File: src/rtl/arb_pkg.sv
// Shared types for the icache/dcache cacheline arbiter.
//   arb_state_t : arbiter FSM states
//   requester_t : identifies which cache holds (or last held) the memory port
package arb_pkg;

  typedef enum logic [1:0] {
    IDLE,
    SERVE_I,
    SERVE_D,
    RELEASE
  } arb_state_t;

  typedef enum logic {
    REQ_I,
    REQ_D
  } requester_t;

endpackage

File: src/rtl/rr_grant2.sv
// Combinational two-way round-robin pick between the icache and the dcache.
//   i_req_i        : icache is requesting
//   d_req_i        : dcache is requesting
//   last_grant_i   : requester granted most recently
//   gnt_valid_o    : at least one requester is asking
//   gnt_o          : chosen requester (meaningful only when gnt_valid_o)
module rr_grant2
  import arb_pkg::*;
(
  input  logic       i_req_i,
  input  logic       d_req_i,
  input  requester_t last_grant_i,
  output logic       gnt_valid_o,
  output requester_t gnt_o
);

  always_comb begin
    gnt_valid_o = i_req_i | d_req_i;
    gnt_o       = REQ_I;
    if (i_req_i && d_req_i) begin
      // On a tie the requester not served last time wins.
      gnt_o = (last_grant_i == REQ_I) ? REQ_D : REQ_I;
    end else if (d_req_i) begin
      gnt_o = REQ_D;
    end
  end

endmodule

File: src/rtl/cacheline_arbiter.sv
// Round-robin arbiter sharing one cacheline memory port between icache and dcache.
// One transaction is granted at a time; its address, command and writeback data are
// latched, and the downstream response is routed to the granted cache only.
//   clk, rst                 : clock, asynchronous active-low reset
//   i_pmem_*                 : icache line read port
//   d_pmem_*                 : dcache line read / writeback port
//   mem_address/read/write/wdata : latched downstream command
//   mem_rdata, mem_resp      : downstream read data and completion pulse
module cacheline_arbiter
  import arb_pkg::*;
#(
  parameter int unsigned ADDR_W = 32,
  parameter int unsigned LINE_W = 256
) (
  input  logic              clk,
  input  logic              rst,

  input  logic [ADDR_W-1:0] i_pmem_address,
  input  logic              i_pmem_read,
  output logic [LINE_W-1:0] i_pmem_rdata,
  output logic              i_pmem_resp,

  input  logic [ADDR_W-1:0] d_pmem_address,
  input  logic              d_pmem_read,
  input  logic              d_pmem_write,
  input  logic [LINE_W-1:0] d_pmem_wdata,
  output logic [LINE_W-1:0] d_pmem_rdata,
  output logic              d_pmem_resp,

  output logic [ADDR_W-1:0] mem_address,
  output logic              mem_read,
  output logic              mem_write,
  output logic [LINE_W-1:0] mem_wdata,
  input  logic [LINE_W-1:0] mem_rdata,
  input  logic              mem_resp
);

  arb_state_t        state_q, state_d;
  requester_t        last_grant_q, last_grant_d;
  logic [ADDR_W-1:0] addr_q, addr_d;
  logic              read_q, read_d;
  logic              write_q, write_d;
  logic [LINE_W-1:0] wdata_q, wdata_d;

  logic       gnt_valid;
  requester_t gnt;

  rr_grant2 u_rr_grant2 (
    .i_req_i      (i_pmem_read),
    .d_req_i      (d_pmem_read | d_pmem_write),
    .last_grant_i (last_grant_q),
    .gnt_valid_o  (gnt_valid),
    .gnt_o        (gnt)
  );

  always_comb begin
    state_d      = state_q;
    last_grant_d = last_grant_q;
    addr_d       = addr_q;
    read_d       = read_q;
    write_d      = write_q;
    wdata_d      = wdata_q;

    unique case (state_q)
      IDLE: begin
        if (gnt_valid) begin
          last_grant_d = gnt;
          if (gnt == REQ_I) begin
            addr_d  = i_pmem_address;
            read_d  = 1'b1;
            write_d = 1'b0;
            state_d = SERVE_I;
          end else begin
            // Read and write together is illegal; the write takes precedence.
            addr_d  = d_pmem_address;
            write_d = d_pmem_write;
            read_d  = ~d_pmem_write;
            wdata_d = d_pmem_wdata;
            state_d = SERVE_D;
          end
        end
      end
      SERVE_I, SERVE_D: begin
        if (mem_resp) begin
          read_d  = 1'b0;
          write_d = 1'b0;
          state_d = RELEASE;
        end
      end
      // One dead cycle lets the served cache drop its request before resampling.
      RELEASE: state_d = IDLE;
      default: state_d = IDLE;
    endcase
  end

  always_ff @(posedge clk or negedge rst) begin
    if (!rst) begin
      state_q      <= IDLE;
      last_grant_q <= REQ_D;
      addr_q       <= '0;
      read_q       <= 1'b0;
      write_q      <= 1'b0;
      wdata_q      <= '0;
    end else begin
      state_q      <= state_d;
      last_grant_q <= last_grant_d;
      addr_q       <= addr_d;
      read_q       <= read_d;
      write_q      <= write_d;
      wdata_q      <= wdata_d;
    end
  end

  assign mem_address  = addr_q;
  assign mem_read     = read_q;
  assign mem_write    = write_q;
  assign mem_wdata    = wdata_q;

  assign i_pmem_resp  = mem_resp & (state_q == SERVE_I);
  assign d_pmem_resp  = mem_resp & (state_q == SERVE_D);
  assign i_pmem_rdata = mem_rdata;
  assign d_pmem_rdata = mem_rdata;

endmodule

File: config.mk
export PLATFORM = sky130hd
export DESIGN_NAME = cacheline_arbiter
export DESIGN_NICKNAME = d
export VERILOG_FILES = /design/src/rtl/arb_pkg.sv /design/src/rtl/rr_grant2.sv /design/src/rtl/cacheline_arbiter.sv
export SDC_FILE = /design/constraint.sdc
export NUM_CORES = 1
export LEC_CHECK = 0
export ABC_AREA = 1
export BUFFER_PORTS_ARGS = -buffer_cell sky130_fd_sc_hd__buf_2
export CAP_MARGIN = 5
export CORE_AREA = 4 4 538 540
export CTS_BUF_LIST = sky130_fd_sc_hd__clkbuf_2
export DETAILED_ROUTE_END_ITERATION = 12
export DIE_AREA = 0 0 542 544
export SYNTH_ARGS = -nofsm -noshare
export SYNTH_HDL_FRONTEND = slang
export SYNTH_HIERARCHICAL = 1
export SYNTH_SLANG_ARGS = --single-unit
File: constraint.sdc
create_clock -name clk -period 4.3 [get_ports clk]
set_clock_uncertainty 0.2 [all_clocks]
set_input_delay 1.29 -clock clk [delete_from_list [all_inputs] [get_ports clk]]
set_output_delay 1.29 -clock clk [all_outputs]
set_load 0.05 [all_outputs]
==> results of run 1 <==
[kinds of logic after synthesis]
family                     after synthesis  synth area share, %
AOI/OAI and AO/OA                       70                 2.21
buffers and inverters                  622                 28.8
and+or+nand+nor                        859                 22.5
adders and majority gates                4                0.316
DFF                                    293                 46.3
[layer usage]
metal | vias to the layer above | wire length (um) | track usage (%)
met1 | 7010 | 52500 | 9.98
li1 | 6496 | - | -
met2 | 1750 | 78600 | 18.3
met3 | 628 | 59900 | 17.7
met5 | - | 1340 | 2.99
met4 | 28 | 13200 | 6.72
[sequential cells by signal, indices dropped and copies added, names as in the netlist]
name          count
mem_write         1
mem_read          1
mem_address      32
last_grant_q      1
state_q           2
mem_wdata       256
[tightest hold or removal path: stages, from the launching register on]
cell,delay (ns)
sky130_fd_sc_hd__dfrtp_1,0.35
sky130_fd_sc_hd__nand2_1,0.05
sky130_fd_sc_hd__nand2_1,0.04
[cells in the final DEF (no fill, tap or decap), types with 6 or more instances in the layout]
cell type                         n
sky130_fd_sc_hd__dfrtp_1        292
sky130_fd_sc_hd__nor2_1          35
sky130_fd_sc_hd__inv_1            6
sky130_fd_sc_hd__buf_12          10
sky130_fd_sc_hd__clkbuf_2       130
sky130_fd_sc_hd__buf_2          613
sky130_fd_sc_hd__a21oi_1         65
sky130_fd_sc_hd__clkinv_1        24
sky130_fd_sc_hd__dlygate4sd3_1  407
sky130_fd_sc_hd__nand2_1        559
sky130_fd_sc_hd__buf_4           18
sky130_fd_sc_hd__clkinv_2         6
sky130_fd_sc_hd__diode_2         26
sky130_fd_sc_hd__nand3_1        258
[final cells by class]
class	instances	area, um2
repair buffers	1052	7530
well taps	3762	4710
clock buffers	130	651
inverters	12	52.6
clock inverters	33	166
multi-input cells	933	4010
fillers	33300	260000
diodes	26	65.1
flip-flops and latches	293	7330
[power groups by stage]
stage	logic, mW	registers [mW]	clock network [mW]
floorplan	3.63	9.31	0
global placement	11.4	4.80	0
detailed placement	11.4	4.83	0
CTS	12.2	4.81	2.69
global route	12.9	4.97	2.79
finish	12.1	4.83	2.49
[through the flow]
stage	setup slack [ns]	util [%]	TNS (ns)	std cells	hold WS, ns
5_1_grt	-0.0417	8.61	-0.0709	6228	0.164
6_report	0.253	8.62	0	6241	0.269
3_5_place_dp	0.781	6.84	0	5640	0.253
2_1_floorplan	1.18	-	0	1848	0.268
3_3_place_gp	0.771	6.84	0	5640	0.249
4_1_cts	-0.142	8.59	-0.237	6215	0.00266
[worst paths after layout]
check	start	end	slack, ns	cells past startpoint
setup / recovery	mem_resp	d_pmem_resp	0.25	5
hold reg to reg	mem_wdata[116]$_DFFE_PN0P_	mem_wdata[116]$_DFFE_PN0P_	0.27	2
min in group asynchronous	rst	mem_wdata[190]$_DFFE_PN0P_	0.76	3
setup reg to reg	last_grant_q$_DFFE_PN1P_	mem_wdata[233]$_DFFE_PN0P_	1.36	8
hold / removal	mem_wdata[116]$_DFFE_PN0P_	mem_wdata[116]$_DFFE_PN0P_	0.27	2
max in group asynchronous	rst	mem_wdata[107]$_DFFE_PN0P_	2.43	4
[cell usage after synthesis (all sizes together)]
cell type / instances / area [um2]
buf: 605 / 4500
nand2: 564 / 2120
dfrtp: 292 / 7310
nand3: 258 / 1290
a21oi: 66 / 330
nor2: 35 / 131
inv: 12 / 45.1
clkbuf: 5 / 18.8
ha: 4 / 50.1
o21ai: 4 / 20.0
or2: 2 / 12.5
dfstp: 1 / 26.3
[what timing repair did]
item	CTS	global route
endpoints found under the hold margin	584	0
hold buffers	408	0
pin swaps	1	0
resized for setup	14	2
setup endpoints to repair	3	2
buffers inserted	4	0
==> impl_summary.txt, run 1 <==
----------------------------------------------------
[Status]
  Run status ... complete, no violations

[Die]
  Die span in y ... ~540 um
  Die area ... 295000 um2
  I/O pin total ... 1386
  Die width ... 542 um
  Floorplan row count ... about 200
  Core area ... 284000 um2
  Initial cell density of the core ... approximately 5.6%

[Setup path]
  Sort of element at the start of the critical path ... input port
  Max stage delay cell, worst path ... sky130_fd_sc_hd__dlygate4sd3_1
  Maximum fanout count along the critical path ... 4
  Critical path, cell by cell ... dlygate4sd3_1, buf_2, nand2_2, inv_2, buf_8
  CP Capture Type ... primary output
  Critical path data arrival time ... 2.56 ns
  Family with the most delay on the worst path ... buffers and inverters
  Critical path data required time ... around 2.8 ns
  Type of the worst setup path ... in2out
  Number of buffers and inverters on the critical path ... 4
  CP max stage delay ... 0.60 ns

[Timing]
  Slew Limit Fails ... 0
  Setup repair after global routing missed its margin ... true
  Min cycle time layout ... around 4.0 ns
  Final Hold Vio Count ... 0
  Achievable frequency ... 247 MHz
  Pin slew with the least headroom to its limit ... around 1.1 ns
  Portion of the clock cycle consumed by the worst path in the final layout ... between 90% and 100%
  Final Setup Violations ... 0
  Max transition margin ... around 28%

[Synthesis]
  Synth warnings ... 6
  Post-synth design cell area ... around 16000 um2
  Flop and latch count out of synthesis ... just under 300
  Per-instance average area after synthesis ... between 8 and 9 um2
  Count of unique library cells instantiated by Yosys ... 17
  Net count of the mapped netlist ... about 2400
  Sequential cell area fraction in the yosys report ... a little under half
  Post-Synthesis Cells ... ~1800

[Route]
  Via count of the routed design ... about 16000
  Number of remaining DRC errors ... 0
  Initial detailed-routing violation count ... 1206
  Number of search-and-repair iterations in the first detailed-routing pass ... 6
  Overall routed net length ... between 200 and 250 mm
  Post-route ant nets ... 0
  WL per Instance ... approximately 33 um
  Drt via density ... roughly 2.5

[Placement]
  Routability Congestion ... just over 0.8
  Post-detail-place hpwl ... around 180 mm
  Number of buffers inserted by port buffering ... ~620
  Cell Area, Placed ... slightly below 20000 um2

[Global routing]
  Wire length of the first global-routing pass ... roughly 240 mm
  Initial antenna violation count ... approximately 130
  Vias in the first global route ... 15700
  Total grt overflow ... 0
  Maximum number of pins on one net before global-route repair ... ~110
  Overall fraction of global-route tracks in use ... 13.3%

[Final layout]
  Layout Nets ... ~3000
  P&R area growth vs syn ... 54.6%
  Post-layout instance area ... 24500 um2
  Share of cells above drive strength 1 ... 32.6%

[Job]
  Max-cap violations ... 0

[Min path]
  Worst min-delay path class ... reg2reg

[Power]
  IR Drop Worst-Case VDD ... 0.000374 V
  Seq pwr share ... roughly a quarter
  Clk network pwr share ... 12.8%
  Static Leakage ... between 10 and 15 nW
  Comb pwr share ... approximately 62%
  Cell-internal power ... around 7.5 mW
  Switching share of power ... between 60% and 70%
  Power dissipated by switching net loads ... 12.0 mW
  Ratio of total power to cell area ... 793 nW/um2
  Final total power ... about 19 mW

[Clock tree]
  Number of sinks driven by the clock tree ... 293
  Clock transition time at the flip-flop clock pins of the worst setup and hold paths ... roughly 0.080 ns
  TritonCTS clock tree ... yes
  Total clock buffers created by CTS ... 96
  Root Driver ... sky130_fd_sc_hd__clkbuf_2
  Clock Latency Late Sink ... about 1.6 ns
  CTS H-Tree Depth ... 3
  Number of buffers on the longest clock path ... 4

----------------------------------------------------
No activity file was read; power rests on OpenSTA's default activity.
==> run 2: changes to the inputs <==
- MAX_ROUTING_LAYER: unset -> met4
==> impl_summary.txt, run 2 (synthesis gave the netlist of run 1 again) <==
----------------------------------------------------
[Status]
  Run status ... complete, no violations

[Power]
  Power dissipated by switching net loads ... 11.9 mW
  Final total power ... a little under 20 mW
  Ratio of total power to cell area ... around 790 nW/um2
  Static Leakage ... 11.2 nW
  Comb pwr share ... slightly above 60%
  IR Drop Worst-Case VDD ... around 0.00037 V
  Clk network pwr share ... 12.8%
  Seq pwr share ... between 20% and 30%
  Cell-internal power ... around 7.5 mW
  Switching share of power ... between 60% and 70%

[Global routing]
  Initial antenna violation count ... 128
  Wire length of the first global-routing pass ... about 240 mm
  Overall fraction of global-route tracks in use ... a little over an eighth
  Total grt overflow ... 0
  Vias in the first global route ... ~16000
  Maximum number of pins on one net before global-route repair ... roughly 110

[Die]
  Die span in y ... approximately 540 um
  Die area ... 295000 um2
  Core area ... between 200000 and 300000 um2
  Floorplan row count ... approximately 200
  I/O pin total ... roughly 1400
  Die width ... roughly 540 um
  Initial cell density of the core ... between 5 and 6%

[Clock tree]
  Number of sinks driven by the clock tree ... a little under 300
  CTS H-Tree Depth ... 3
  Clock transition time at the flip-flop clock pins of the worst setup and hold paths ... about 0.10 ns
  Root Driver ... sky130_fd_sc_hd__clkbuf_2
  Total clock buffers created by CTS ... 96
  Number of buffers on the longest clock path ... 4
  TritonCTS clock tree ... yes
  Clock Latency Late Sink ... approximately 1.6 ns

[Timing]
  Slew Limit Fails ... 0
  Final Setup Violations ... 0
  Setup repair after global routing missed its margin ... true
  Pin slew with the least headroom to its limit ... between 1 and 1.5 ns
  Achievable frequency ... between 200 and 250 MHz
  Min cycle time layout ... approximately 4.1 ns
  Final Hold Vio Count ... 0
  Hold Worst Slack ... around 0.27 ns
  Fin Setup TNS ... 0 ns
  Post-route worst setup slack ... about 0.24 ns
  Max transition margin ... 26.9%
  Portion of the clock cycle consumed by the worst path in the final layout ... between 90% and 100%

[Route]
  Initial detailed-routing violation count ... ~1100
  WL per Instance ... roughly 33 um
  Drt via density ... 2.55
  Metal1 wirelength ... roughly 53 mm
  Detail Route met2 WL ... 80.3 mm
  Post-route ant nets ... 0
  Uppermost signal routing layer after detailed routing ... met4
  Routed wl met3 ... around 60 mm
  Via count of the routed design ... 15900
  Number of remaining DRC errors ... 0
  Overall routed net length ... between 200 and 250 mm
  Number of search-and-repair iterations in the first detailed-routing pass ... 6

[Placement]
  Cell Area, Placed ... ~20000 um2
  Post-Place Setup Slack ... between 0.7 and 0.8 ns
  Routability Congestion ... 0.818
  Number of buffers inserted by port buffering ... slightly above 600
  Post-detail-place hpwl ... 183 mm
  Cell Count Post-Placement ... 5640

[Final layout]
  Layout Nets ... slightly below 3000
  P&R area growth vs syn ... 54.7%
  Filler instances ... around 33000
  Post-layout instance area ... around 25000 um2
  Number of flip-flops in the largest register ... between 200 and 300
  Util after Layout ... 8.62%
  Most frequent cells in the layout ... 613 x sky130_fd_sc_hd__buf_2, 559 x sky130_fd_sc_hd__nand2_1, 407 x sky130_fd_sc_hd__dlygate4sd3_1
  Finished Layout Cells ... roughly 6200
  Share of cells above drive strength 1 ... between 30% and 40%
  Most common cell after layout, fill and taps aside ... sky130_fd_sc_hd__buf_2

[Setup path]
  Critical path data required time ... approximately 2.8 ns
  CP Capture Type ... primary output
  Sort of element at the start of the critical path ... flop
  Critical path data arrival time ... between 2 and 3 ns
  Maximum fanout count along the critical path ... 3
  Type of the worst setup path ... reg2out

[Min path]
  Worst min-delay path class ... reg2reg

[Job]
  Max-cap violations ... 0

----------------------------------------------------
run 2: changes by cell type in the layout (fill, tap and decap cells not counted), sizes merged:
cell	change
diode	+4
run 2: path summary, 6_finish.rpt:
path	startpoint	cells past startpoint	slack, ns	end
setup / recovery	state_q[1]$_DFFE_PN0P_	5	0.24	i_pmem_resp
hold / removal	mem_wdata[250]$_DFFE_PN0P_	2	0.27	mem_wdata[250]$_DFFE_PN0P_
setup reg to reg	state_q[1]$_DFFE_PN0P_	8	1.42	mem_read$_DFFE_PN0P_
hold reg to reg	mem_wdata[250]$_DFFE_PN0P_	2	0.27	mem_wdata[250]$_DFFE_PN0P_
max in group asynchronous	rst	4	2.35	mem_address[12]$_DFFE_PN0P_
min in group asynchronous	rst	3	0.82	mem_wdata[190]$_DFFE_PN0P_
run 2: layer usage:
metal,global-route usage [%],vias up
met5,-,-
met4,5.89,0
met3,18.3,613
met2,18.7,1762
met1,9.86,7046
li1,-,6496
run 2: worst max-delay path: stages (launching register included):
cell and delay (ns):
sky130_fd_sc_hd__dfrtp_1 0.42, sky130_fd_sc_hd__inv_2 0.09, sky130_fd_sc_hd__ha_4 0.21, sky130_fd_sc_hd__nand2_2 0.07, sky130_fd_sc_hd__inv_2 0.06, sky130_fd_sc_hd__buf_8 0.13
run 2: repair_timing:
action                     in CTS  in global routing
pin swaps                       1                  0
setup endpoints to repair       3                  2
hold buffers                  408                  0
resized for setup              14                  2
setup buffers                   4                  0
hold endpoints to repair      584                  0
run 2: power groups by stage:
stage / clock [mW] / sequential [mW] / combinational (mW)
6_report: 2.49 / 4.83 / 12.1
5_1_grt: 2.81 / 4.97 / 12.9
4_1_cts: 2.69 / 4.81 / 12.2
3_5_place_dp: 0 / 4.83 / 11.4
3_3_place_gp: 0 / 4.80 / 11.4
2_1_floorplan: 0 / 9.31 / 3.63
run 2: area by class of cell:
class                      count  area, um2  area share [%]
multi-input combinational    933       4010            16.3
inverter                      12       52.6           0.214
antenna                       30       75.1           0.306
sequential                   293       7330            29.9
clock inverter                33        166           0.679
clock buffer                 130        651            2.65
timing repair buffer        1052       7530            30.7
tap                         3762       4710            19.2
==> run 3: changes to the inputs <==
- ABC_AREA: 1 -> unset
- CELL_PAD_IN_SITES_DETAIL_PLACEMENT: unset -> 0
- CELL_PAD_IN_SITES_GLOBAL_PLACEMENT: unset -> 2
- CORE_AREA: 4 4 538 540 -> 4 4 536 538
- DIE_AREA: 0 0 542 544 -> 0 0 540 542
- PLACE_DENSITY_LB_ADDON: unset -> 0.1
==> impl_summary.txt, run 3 <==
----------------------------------------------------
[Synthesis]
  Post-Synthesis Cells ... roughly 1200
  Post-Synth Adder-Cell Area ... 0.306%
  Parity-gate share of the synthesized area counting xor and xnor cells ... 0%
  Most instantiated library cell after synthesis ... sky130_fd_sc_hd__buf_4
  Commonest cells in the netlist ... 515 x sky130_fd_sc_hd__buf_4, 292 x sky130_fd_sc_hd__dfrtp_1, 240 x sky130_fd_sc_hd__mux2_4
  Library cell occupying the most area in the post-synthesis netlist ... sky130_fd_sc_hd__dfrtp_1
  Most common flop cell mapped by yosys ... sky130_fd_sc_hd__dfrtp_1
  Per-instance average area after synthesis ... around 13 um2
  Count of unique library cells instantiated by Yosys ... 22
  EDFF count, synth ... 0
  Sequential cell area fraction in the yosys report ... 44.9%
  Post-synth design cell area ... between 15000 and 20000 um2
  Flop and latch count out of synthesis ... 293
  Combinational family with the most area after synthesis ... buffers and inverters
  Net count of the mapped netlist ... ~1800
  Multiplexer area fraction after synthesis ... ~26%
  Async S/R FF share, synth ... 100%
  Post-Synth Simple-Gate Area ... under 10%
  Area share of the largest cell type after synthesis ... 44.7%
  Fraction of the mapped netlist area in compound gates ... 1.16%
  Synth warnings ... 6
  Cell types occupying the most area after synthesis ... sky130_fd_sc_hd__dfrtp_1 45%, sky130_fd_sc_hd__buf_4 24%, sky130_fd_sc_hd__mux2_4 22%

[Setup path]
  Maximum fanout count along the critical path ... 3
  Family with the most delay on the worst path ... buffers and inverters
  Critical path data required time ... between 2 and 3 ns
  CP Capture Type ... primary output
  Worst reg2reg path depth ... 7
  Critical path, cell by cell ... dlygate4sd3_1, buf_2, and2_1, buf_6
  RR Startpoint ... last_grant_q$_DFFE_PN1P_
  Type of the worst setup path ... in2out
  Sort of element at the start of the critical path ... input port
  Number of buffers and inverters on the critical path ... 3
  Minimum setup slack among reg-to-reg paths ... approximately 1.2 ns
  Crit Reg-Reg Endpoint ... mem_address[10]$_DFFE_PN0P_
  Critical path data arrival time ... 2.30 ns
  Max stage delay cell, worst path ... sky130_fd_sc_hd__dlygate4sd3_1
  CP max stage delay ... ~0.56 ns

[Timing]
  Pin slew with the least headroom to its limit ... about 0.95 ns
  Max transition margin ... between 30% and 40%
  Portion of the clock cycle consumed by the worst path in the final layout ... about nine tenths
  Post-route worst setup slack ... around 0.51 ns
  Final Hold Vio Count ... 0
  Achievable frequency ... between 200 and 300 MHz
  Hold Worst Slack ... between 0.3 and 0.4 ns
  Slew Limit Fails ... 0
  Final Setup Violations ... 0
  Fin Setup TNS ... 0 ns
  Min cycle time layout ... 3.79 ns

[Global routing]
  Vias in the first global route ... 12500
  Wire length of the first global-routing pass ... about 120 mm
  Overall fraction of global-route tracks in use ... 6.40%
  Initial antenna violation count ... 29
  Maximum number of pins on one net before global-route repair ... 66
  Total grt overflow ... 0

[Die]
  Die width ... roughly 540 um
  I/O pin total ... between 1000 and 1500
  Die area ... between 200000 and 300000 um2
  Core area ... 282000 um2
  Floorplan row count ... 195
  Initial cell density of the core ... between 5 and 6%
  Die span in y ... approximately 540 um

[Power]
  Ratio of total power to cell area ... 796 nW/um2
  IR Drop Worst-Case VDD ... 0.000244 V
  Final total power ... 19.7 mW
  Static Leakage ... 11.1 nW

[Clock tree]
  TritonCTS clock tree ... yes
  Number of sinks driven by the clock tree ... between 200 and 300
  Total clock buffers created by CTS ... ~120
  Root Driver ... sky130_fd_sc_hd__clkbuf_2
  Clock Latency Late Sink ... 1.30 ns
  Number of buffers on the longest clock path ... 4
  Buffer count from post-CTS setup fixing ... 0
  CTS H-Tree Depth ... 3
  Clock transition time at the flip-flop clock pins of the worst setup and hold paths ... approximately 0.070 ns

[Placement]
  Cell Area, Placed ... 20200 um2
  Post-detail-place hpwl ... ~76 mm
  Number of buffers inserted by port buffering ... 617
  Routability Congestion ... 0.764
  Post-Place Setup Slack ... 0.568 ns
  Cell Count Post-Placement ... approximately 5000

[Min path]
  Worst min-delay path endpoint ... mem_wdata[166]$_DFFE_PN0P_
  Worst hold path stage count ... 1
  Source of the worst hold timing path ... mem_wdata[166]$_DFFE_PN0P_
  Worst min-delay path class ... reg2reg

[Job]
  Max-cap violations ... 0

[Final layout]
  Finished Layout Cells ... approximately 5600
  Most frequent cells in the layout ... 603 x sky130_fd_sc_hd__buf_2, 358 x sky130_fd_sc_hd__dlygate4sd3_1, 292 x sky130_fd_sc_hd__dfrtp_1
  Layout Nets ... 2389
  Sequential cell area ... around 7300 um2
  Area taken by multi-input logic gates ... about 4600 um2
  Number of flip-flops in the largest register ... roughly 260
  Share of cells above drive strength 1 ... about 60%
  Most common cell after layout, fill and taps aside ... sky130_fd_sc_hd__buf_2
  Filler instances ... 32900
  Util after Layout ... 8.78%
  Post-layout instance area ... roughly 25000 um2
  P&R area growth vs syn ... 51.5%

[Route]
  Post-route ant nets ... 0
  Via count of the routed design ... between 10000 and 15000
  Drt via density ... 1.94
  Overall routed net length ... ~94 mm
  Initial detailed-routing violation count ... ~220
  WL per Instance ... between 15 and 20 um
  Number of remaining DRC errors ... 0
  Number of search-and-repair iterations in the first detailed-routing pass ... 4

[Status]
  Run status ... complete, no violations

----------------------------------------------------
-- run 3: kinds of logic after synthesis --
group                    Yosys count
buffers and inverters            554
AND/OR/NAND/NOR                   42
AO/OA/AOI/OAI                     37
flip-flops                       293
adder cells (fa/ha/maj)            4
multiplexers                     294
-- run 3: worst max-delay path by stage --
stage / from / to / slack [ns] / cells past startpoint
2_1_floorplan: mem_resp / d_pmem_resp / 1.11 / 1
3_3_place_gp: d_pmem_write / mem_address[31]$_DFFE_PN0P_ / 0.57 / 7
3_5_place_dp: d_pmem_write / mem_address[31]$_DFFE_PN0P_ / 0.57 / 7
4_1_cts: mem_wdata[3]$_DFFE_PN0P_ / mem_wdata[3] / 0.0009 / 1
5_1_grt: state_q[1]$_DFFE_PN0P_ / i_pmem_resp / -0.009 / 4
6_report: mem_resp / i_pmem_resp / 0.51 / 4
-- run 3: cell type report --
cell class | instances | area share (%)
sequential | 293 | 29.6
timing repair buffer | 1013 | 29.0
antenna | 14 | 0.141
inverter | 3 | 0.0455
clock buffer | 170 | 3.43
clock inverter | 16 | 0.273
tap | 3743 | 18.9
multi-input combinational | 377 | 18.6
-- run 3: what timing repair did --
item | in CTS | in global routing
gates resized for setup | 15 | 0
hold endpoints to repair | 476 | 0
setup endpoints to repair | 13 | 0
hold buffers | 359 | 0
-- run 3: worst register-to-register path, stage by stage, from the launching register on --
cell	delay [ns]
sky130_fd_sc_hd__dfstp_2	0.43
sky130_fd_sc_hd__a21boi_4	0.20
sky130_fd_sc_hd__buf_4	0.57
sky130_fd_sc_hd__buf_4	0.36
sky130_fd_sc_hd__mux2i_1	0.20
sky130_fd_sc_hd__dlygate4sd3_1	0.56
sky130_fd_sc_hd__a21oi_1	0.06
sky130_fd_sc_hd__dlygate4sd3_1	0.59
-- run 3: layer usage --
layer | track usage (%) | part of all wire (%)
met5 | - | 0
met4 | 2.67 | 4.0
met3 | 3.99 | 14
met2 | 9.62 | 44
met1 | 6.67 | 38
-- run 3: where the power goes --
group / switching (mW) / internal [mW] / total [mW]
logic: 8.17 / 3.82 / 12.0
registers: 0.849 / 4.18 / 5.03
clock network: 1.66 / 1.03 / 2.69
total: 10.7 / 9.03 / 19.7
